$ cat config.mk
export PLATFORM = sky130hd
export DESIGN_NAME = timer_ctrl
export DESIGN_NICKNAME = d
export VERILOG_FILES = /design/src/rtl/timer_ctrl_pkg.sv /design/src/rtl/timer_ctrl_edge.sv /design/src/rtl/timer_ctrl.sv
export SDC_FILE = /design/constraint.sdc
export NUM_CORES = 1
export LEC_CHECK = 0
export ABC_CLOCK_PERIOD_IN_PS = 3100
export CAP_MARGIN = 20
export CORE_MARGIN = 5
export CORE_UTILIZATION = 28
export CTS_BUF_LIST = sky130_fd_sc_hd__clkbuf_8 sky130_fd_sc_hd__clkbuf_16
export CTS_CLUSTER_SIZE = 25
export DETAILED_ROUTE_END_ITERATION = 12
export SETUP_SLACK_MARGIN = 0.02
export SLEW_MARGIN = 20
export SYNTH_ARGS = -nofsm -noshare
export SYNTH_HDL_FRONTEND = slang
export SYNTH_SLANG_ARGS = --single-unit
$ cat constraint.sdc
create_clock -name clk_in -period 3.1 [get_ports clk_in]
set_input_delay 0.62 -clock clk_in [delete_from_list [all_inputs] [get_ports clk_in]]
set_output_delay 0.62 -clock clk_in [all_outputs]
set_load 0.02 [all_outputs]
$ cat src/rtl/timer_ctrl_pkg.sv
// Shared constants for the timer_ctrl port-mapped controller:
// register offsets, CTRL/CMD/STATUS bit positions and FSM encoding.
package timer_ctrl_pkg;

    localparam logic [2:0] OFS_CTRL    = 3'd0;
    localparam logic [2:0] OFS_LOAD_LO = 3'd1;
    localparam logic [2:0] OFS_LOAD_HI = 3'd2;
    localparam logic [2:0] OFS_CMD     = 3'd3;
    localparam logic [2:0] OFS_STATUS  = 3'd4;
    localparam logic [2:0] OFS_COUNT   = 3'd5;

    localparam int CTRL_EN      = 0;
    localparam int CTRL_AUTO    = 1;
    localparam int CTRL_PRE_LSB = 2;
    localparam int CTRL_PRE_MSB = 4;
    localparam int CTRL_INT_EN  = 5;

    localparam int CMD_START = 0;
    localparam int CMD_STOP  = 1;

    localparam int STAT_RUN  = 0;
    localparam int STAT_PEND = 1;
    localparam int STAT_OVR  = 2;

    typedef enum logic [1:0] {
        ST_IDLE    = 2'd0,
        ST_RUN     = 2'd1,
        ST_RESTART = 2'd2
    } state_t;

endpackage

$ cat src/rtl/timer_ctrl_edge.sv
// Registered rising-edge detector for the timer interrupt level.
module timer_ctrl_edge (
    input  logic clk_in,
    input  logic rst,
    input  logic sig,
    output logic rise
);

    logic sig_q;

    always_ff @(posedge clk_in) begin
        if (rst) begin
            sig_q <= 1'b0;
        end else begin
            sig_q <= sig;
        end
    end

    assign rise = sig & ~sig_q;

endmodule

$ cat src/rtl/timer_ctrl.sv
// PicoBlaze port-mapped timer controller with interrupt handshake.
// Define TIMER_CTRL_COUNT_EN to build the saturating expiration counter.
module timer_ctrl
    import timer_ctrl_pkg::*;
#(
    parameter logic [7:0] BASE_ADDR = 8'h10
) (
    input  logic        clk_in,
    input  logic        rst,
    input  logic [7:0]  port_id,
    input  logic        write_strobe,
    input  logic        read_strobe,
    input  logic [7:0]  out_port,
    output logic [7:0]  in_port,
    output logic        interrupt,
    input  logic        interrupt_ack,
    output logic [2:0]  prescaler_conf,
    output logic [15:0] timer_conf,
    output logic        en,
    output logic        go,
    output logic        auto_load,
    input  logic        tmr_int
);

    state_t      state;
    logic [5:0]  ctrl_q;
    logic [7:0]  load_lo;
    logic        pending;
    logic        overrun;
    logic [7:0]  count;
    logic [7:0]  rdata;
    logic [7:0]  ofs_full;
    logic [2:0]  ofs;
    logic        hit;
    logic        rise;
    logic        wr_ctrl, wr_lo, wr_hi, wr_cmd;
    logic        start_cmd, stop_cmd;
    logic        rd_status;
    logic        set_pend;
    logic        running;

    timer_ctrl_edge u_edge (
        .clk_in (clk_in),
        .rst    (rst),
        .sig    (tmr_int),
        .rise   (rise)
    );

    assign ofs_full = port_id - BASE_ADDR;
    assign hit      = (ofs_full[7:3] == 5'd0);
    assign ofs      = ofs_full[2:0];

    assign wr_ctrl   = write_strobe & hit & (ofs == OFS_CTRL);
    assign wr_lo     = write_strobe & hit & (ofs == OFS_LOAD_LO);
    assign wr_hi     = write_strobe & hit & (ofs == OFS_LOAD_HI);
    assign wr_cmd    = write_strobe & hit & (ofs == OFS_CMD);
    assign rd_status = read_strobe & hit & (ofs == OFS_STATUS);

    assign stop_cmd  = wr_cmd & out_port[CMD_STOP];
    assign start_cmd = wr_cmd & out_port[CMD_START] & ~out_port[CMD_STOP];
    assign set_pend  = rise & ctrl_q[CTRL_INT_EN];

    assign running        = (state == ST_RUN);
    assign go             = running;
    assign en             = ctrl_q[CTRL_EN];
    assign auto_load      = ctrl_q[CTRL_AUTO];
    assign prescaler_conf = ctrl_q[CTRL_PRE_MSB:CTRL_PRE_LSB];
    assign interrupt      = pending;

    always_ff @(posedge clk_in) begin
        if (rst) begin
            ctrl_q     <= '0;
            load_lo    <= '0;
            timer_conf <= '0;
        end else begin
            if (wr_ctrl) ctrl_q  <= out_port[5:0];
            if (wr_lo)   load_lo <= out_port;
            if (wr_hi)   timer_conf <= {out_port, load_lo};
        end
    end

    // Any exit condition out of RUN takes precedence over a reload.
    always_ff @(posedge clk_in) begin
        if (rst) begin
            state <= ST_IDLE;
        end else begin
            unique case (state)
                ST_IDLE: begin
                    if (start_cmd && ctrl_q[CTRL_EN]) state <= ST_RUN;
                end
                ST_RUN: begin
                    if (stop_cmd || (wr_ctrl && !out_port[CTRL_EN]) ||
                        (rise && !ctrl_q[CTRL_AUTO])) begin
                        state <= ST_IDLE;
                    end else if (wr_hi) begin
                        state <= ST_RESTART;
                    end
                end
                ST_RESTART: state <= ST_RUN;
                default:    state <= ST_IDLE;
            endcase
        end
    end

    always_ff @(posedge clk_in) begin
        if (rst) begin
            pending <= 1'b0;
            overrun <= 1'b0;
        end else begin
            if (set_pend) begin
                pending <= 1'b1;
            end else if (interrupt_ack) begin
                pending <= 1'b0;
            end
            if (set_pend && pending && !interrupt_ack) begin
                overrun <= 1'b1;
            end else if (rd_status) begin
                overrun <= 1'b0;
            end
        end
    end

`ifdef TIMER_CTRL_COUNT_EN
    logic rd_count;

    assign rd_count = read_strobe & hit & (ofs == OFS_COUNT);

    always_ff @(posedge clk_in) begin
        if (rst) begin
            count <= '0;
        end else if (rise) begin
            if (count != 8'hFF) count <= count + 8'd1;
        end else if (rd_count) begin
            count <= '0;
        end
    end
`else
    assign count = 8'h00;
`endif

    always_comb begin
        rdata = 8'h00;
        if (hit) begin
            case (ofs)
                OFS_CTRL:   rdata = {2'b00, ctrl_q};
                OFS_STATUS: rdata = {5'b00000, overrun, pending, running};
                OFS_COUNT:  rdata = count;
                default:    rdata = 8'h00;
            endcase
        end
    end

    always_ff @(posedge clk_in) begin
        if (rst) begin
            in_port <= '0;
        end else begin
            in_port <= rdata;
        end
    end

endmodule

==> impl_metrics.py <==
metrics = {
    "outcome": {
        "status": "complete, no violations",
    },
    "final_layout": {
        "area_delta_synth_final_pct": 35.4,
        "drive_above_1_share_pct": 9.22,
        "seqCellArea_sq_um": 821,
        "final_cell_mix": "clkdlybuf4s50_1 (50), dfxtp_1 (41), nor2_1 (30)",
        "final_common_cell": "clkdlybuf4s50_1",
        "fill_cells": 618,
        "final_design_area_no_fill_sq_um": 2340,
        "multi_input_area_sq_um": 798,
        "stdcell_count": 292,
        "fin_nets": 240,
        "num_antenna_cells": 0,
    },
    "clock_network": {
        "cts_made_buffers": 5,
        "cts.path.max_buffers": 2,
        "htree_num_levels": 2,
        "cts_tree": "done",
        "cts.repair.resized": 0,
        "clock-sinks": 41,
        "hold_buffers": 0,
        "worst_skew_pair.late_latency_ns": 0.29,
        "postCtsSetupBuffers": 0,
        "clk_pin_slew_ns": 0.07,
        "root_buffer": "clkbuf_8",
    },
    "logic_synthesis": {
        "ys.warnings.count": 0,
        "syn_area_sq_um": 1730,
        "ys.flop_type": "dfxtp_1",
        "synth_edf_count": 0,
        "ys_types": 35,
        "yosysSeqAreaShare_pct": 47.5,
        "ys_ff_latch": 41,
        "syn_avg_cell_area_sq_um": 10.1,
        "postSynth.asyncResetShare_pct": 0,
        "synthCells": 171,
    },
    "die": {
        "die_area_sq_um": 7840,
        "coreArea_sq_um": 5960,
        "initial_core_util_pct": 29.0,
        "rows": 28,
        "die_y_um": 88.6,
        "fp.dieW_um": 88.6,
        "io_pins": 53,
    },
    "pwr": {
        "p_leak_nw": 1.00,
        "ir_drop_mv": 0.170,
        "p_total_mw": 1.01,
        "powerDensity_nw_per_um2": 433,
    },
    "grt": {
        "grt_pass1_vias": 1240,
        "grt_pass1_wl_um": 6040,
        "grt_max_degree": 29,
        "grt_overflow": 0,
        "grt_usage_pct": 10.0,
        "antenna_found_initial": 0,
    },
    "placement": {
        "io_buffers": 50,
        "gp_congestion": 0.765,
        "dp_hpwl_um": 2730,
        "placed_cells": 285,
        "dpl_cell_area_sq_um": 2240,
    },
    "worst_setup_path": {
        "endpoint_kind": "register",
        "crit_required_ns": 3.29,
        "crit_type": "primary input to register",
        "rrSetupSlack_ns": 1.81,
        "arrival_ns": 2.55,
        "startpoint_type": "primary input",
        "worstPathMaxFanout": 6,
    },
    "timing": {
        "fin_crit_sh_pct": 76.2,
        "report.final.setup_viol": 0,
        "rsz0062_at_grt": "false",
        "finalMaxSlewViolations": 0,
        "fin_setup_tns_ns": 0,
        "layout_min_cycle_time_ns": 2.36,
        "max_freq_mhz": 423,
        "clock_skew_ns": 0.00284,
        "hold_viol": 0,
    },
    "route": {
        "vias_per_cell": 4.45,
        "via_count": 1299,
        "first_pass_iters": 4,
        "wl_per_cell_um": 12.5,
        "drc": 0,
        "ant_nets": 0,
        "finalWirelength_um": 3650,
        "drt_iter0_drc": 58,
    },
    "min_path": {
        "hold_path.class": "register to register",
    },
    "flow_run": {
        "cap_violations": 0,
    },
}
-- kinds of logic (layout without fill, tap and decap cells) --
logic type | Yosys count | in the layout | synth area share [%]
muxes | 27 | 27 | 15.6
xor gates and xnor gates | 1 | 1 | 1.59
DFF | 41 | 41 | 47.5
and+or+nand+nor | 67 | 67 | 20.4
AOI/OAI and AO/OA | 17 | 17 | 7.39
other | 1 | 2 | 0.217
buffers and inverters | 16 | 61 | 6.52
adders and majority gates | 1 | 1 | 0.724
-- layout make-up --
class	count	share of cell area [%]
sequential	41	35.1
multi-input combinational	115	34.1
timing repair buffer	52	22.0
tap	75	4.01
clock buffer	5	2.94
clock inverter	2	1.50
inverter	2	0.321
-- stage by stage --
stage                     setup WS (ns)  hold WS [ns]  util, %
final                             0.738         0.462     39.3
after global routing              0.560         0.494     39.3
after CTS                         0.727         0.462     39.3
after detailed placement          0.422         0.451     37.5
after global placement            0.498         0.446     37.5
after floorplan                    1.13         0.424        -
-- critical path: stages --
cell	delay, ns
clkdlybuf4s50_1	0.47
inv_1	0.04
ha_1	0.25
and4bb_1	0.36
and3_1	0.35
a21oi_1	0.12
a2111oi_2	0.33
-- layer usage --
layer	global-route usage, %	up-vias	routed length (um)
met1	12.7	600	1660
li1	-	662	-
met3	3.35	6	232
met5	0	-	0
met4	3.71	0	52
met2	15.9	31	1710
-- final timing paths --
| kind | from | endpoint | cells past startpoint |
|---|---|---|---|
| worst max-delay path | port_id[4] | state[1] | 7 |
| worst min-delay path | state[0] | state[0] | 1 |
| worst max register to register | ctrl_q[0] | state[1] | 4 |
| worst min register to register | state[0] | state[0] | 1 |
-- cells in the mapped netlist (2+ instances only) --
library cell  number  share of area, %
a21oi_1           10               2.9
and2_1             3               1.1
and2b_2            2               1.0
buf_4              8               3.5
buf_6              3               2.0
clkbuf_1           3              0.65
dfxtp_1           41                48
inv_1              2              0.43
mux2i_1           27                16
nand2_1            8               1.7
nand2b_1           2              0.72
nand3_1            8               2.3
nor2_1            30               6.5
nor2b_1            2              0.72
o21ai_0            2              0.58
-- where the power goes --
group	switching (mW)	internal, mW	total [mW]
Clock	0.180	0.234	0.414
Combinational	0.0346	0.0360	0.0706
Sequential	0.000459	0.527	0.528
Total	0.215	0.797	1.01
-- flip-flops by register name (all words and copies together), names as in the netlist --
signal        flops
ctrl_q            6
u_edge.sig_q      1
interrupt         1
load_lo           8
state             2
in_port           6
overrun           1
timer_conf       16
Power figures use the tool's default switching activity.
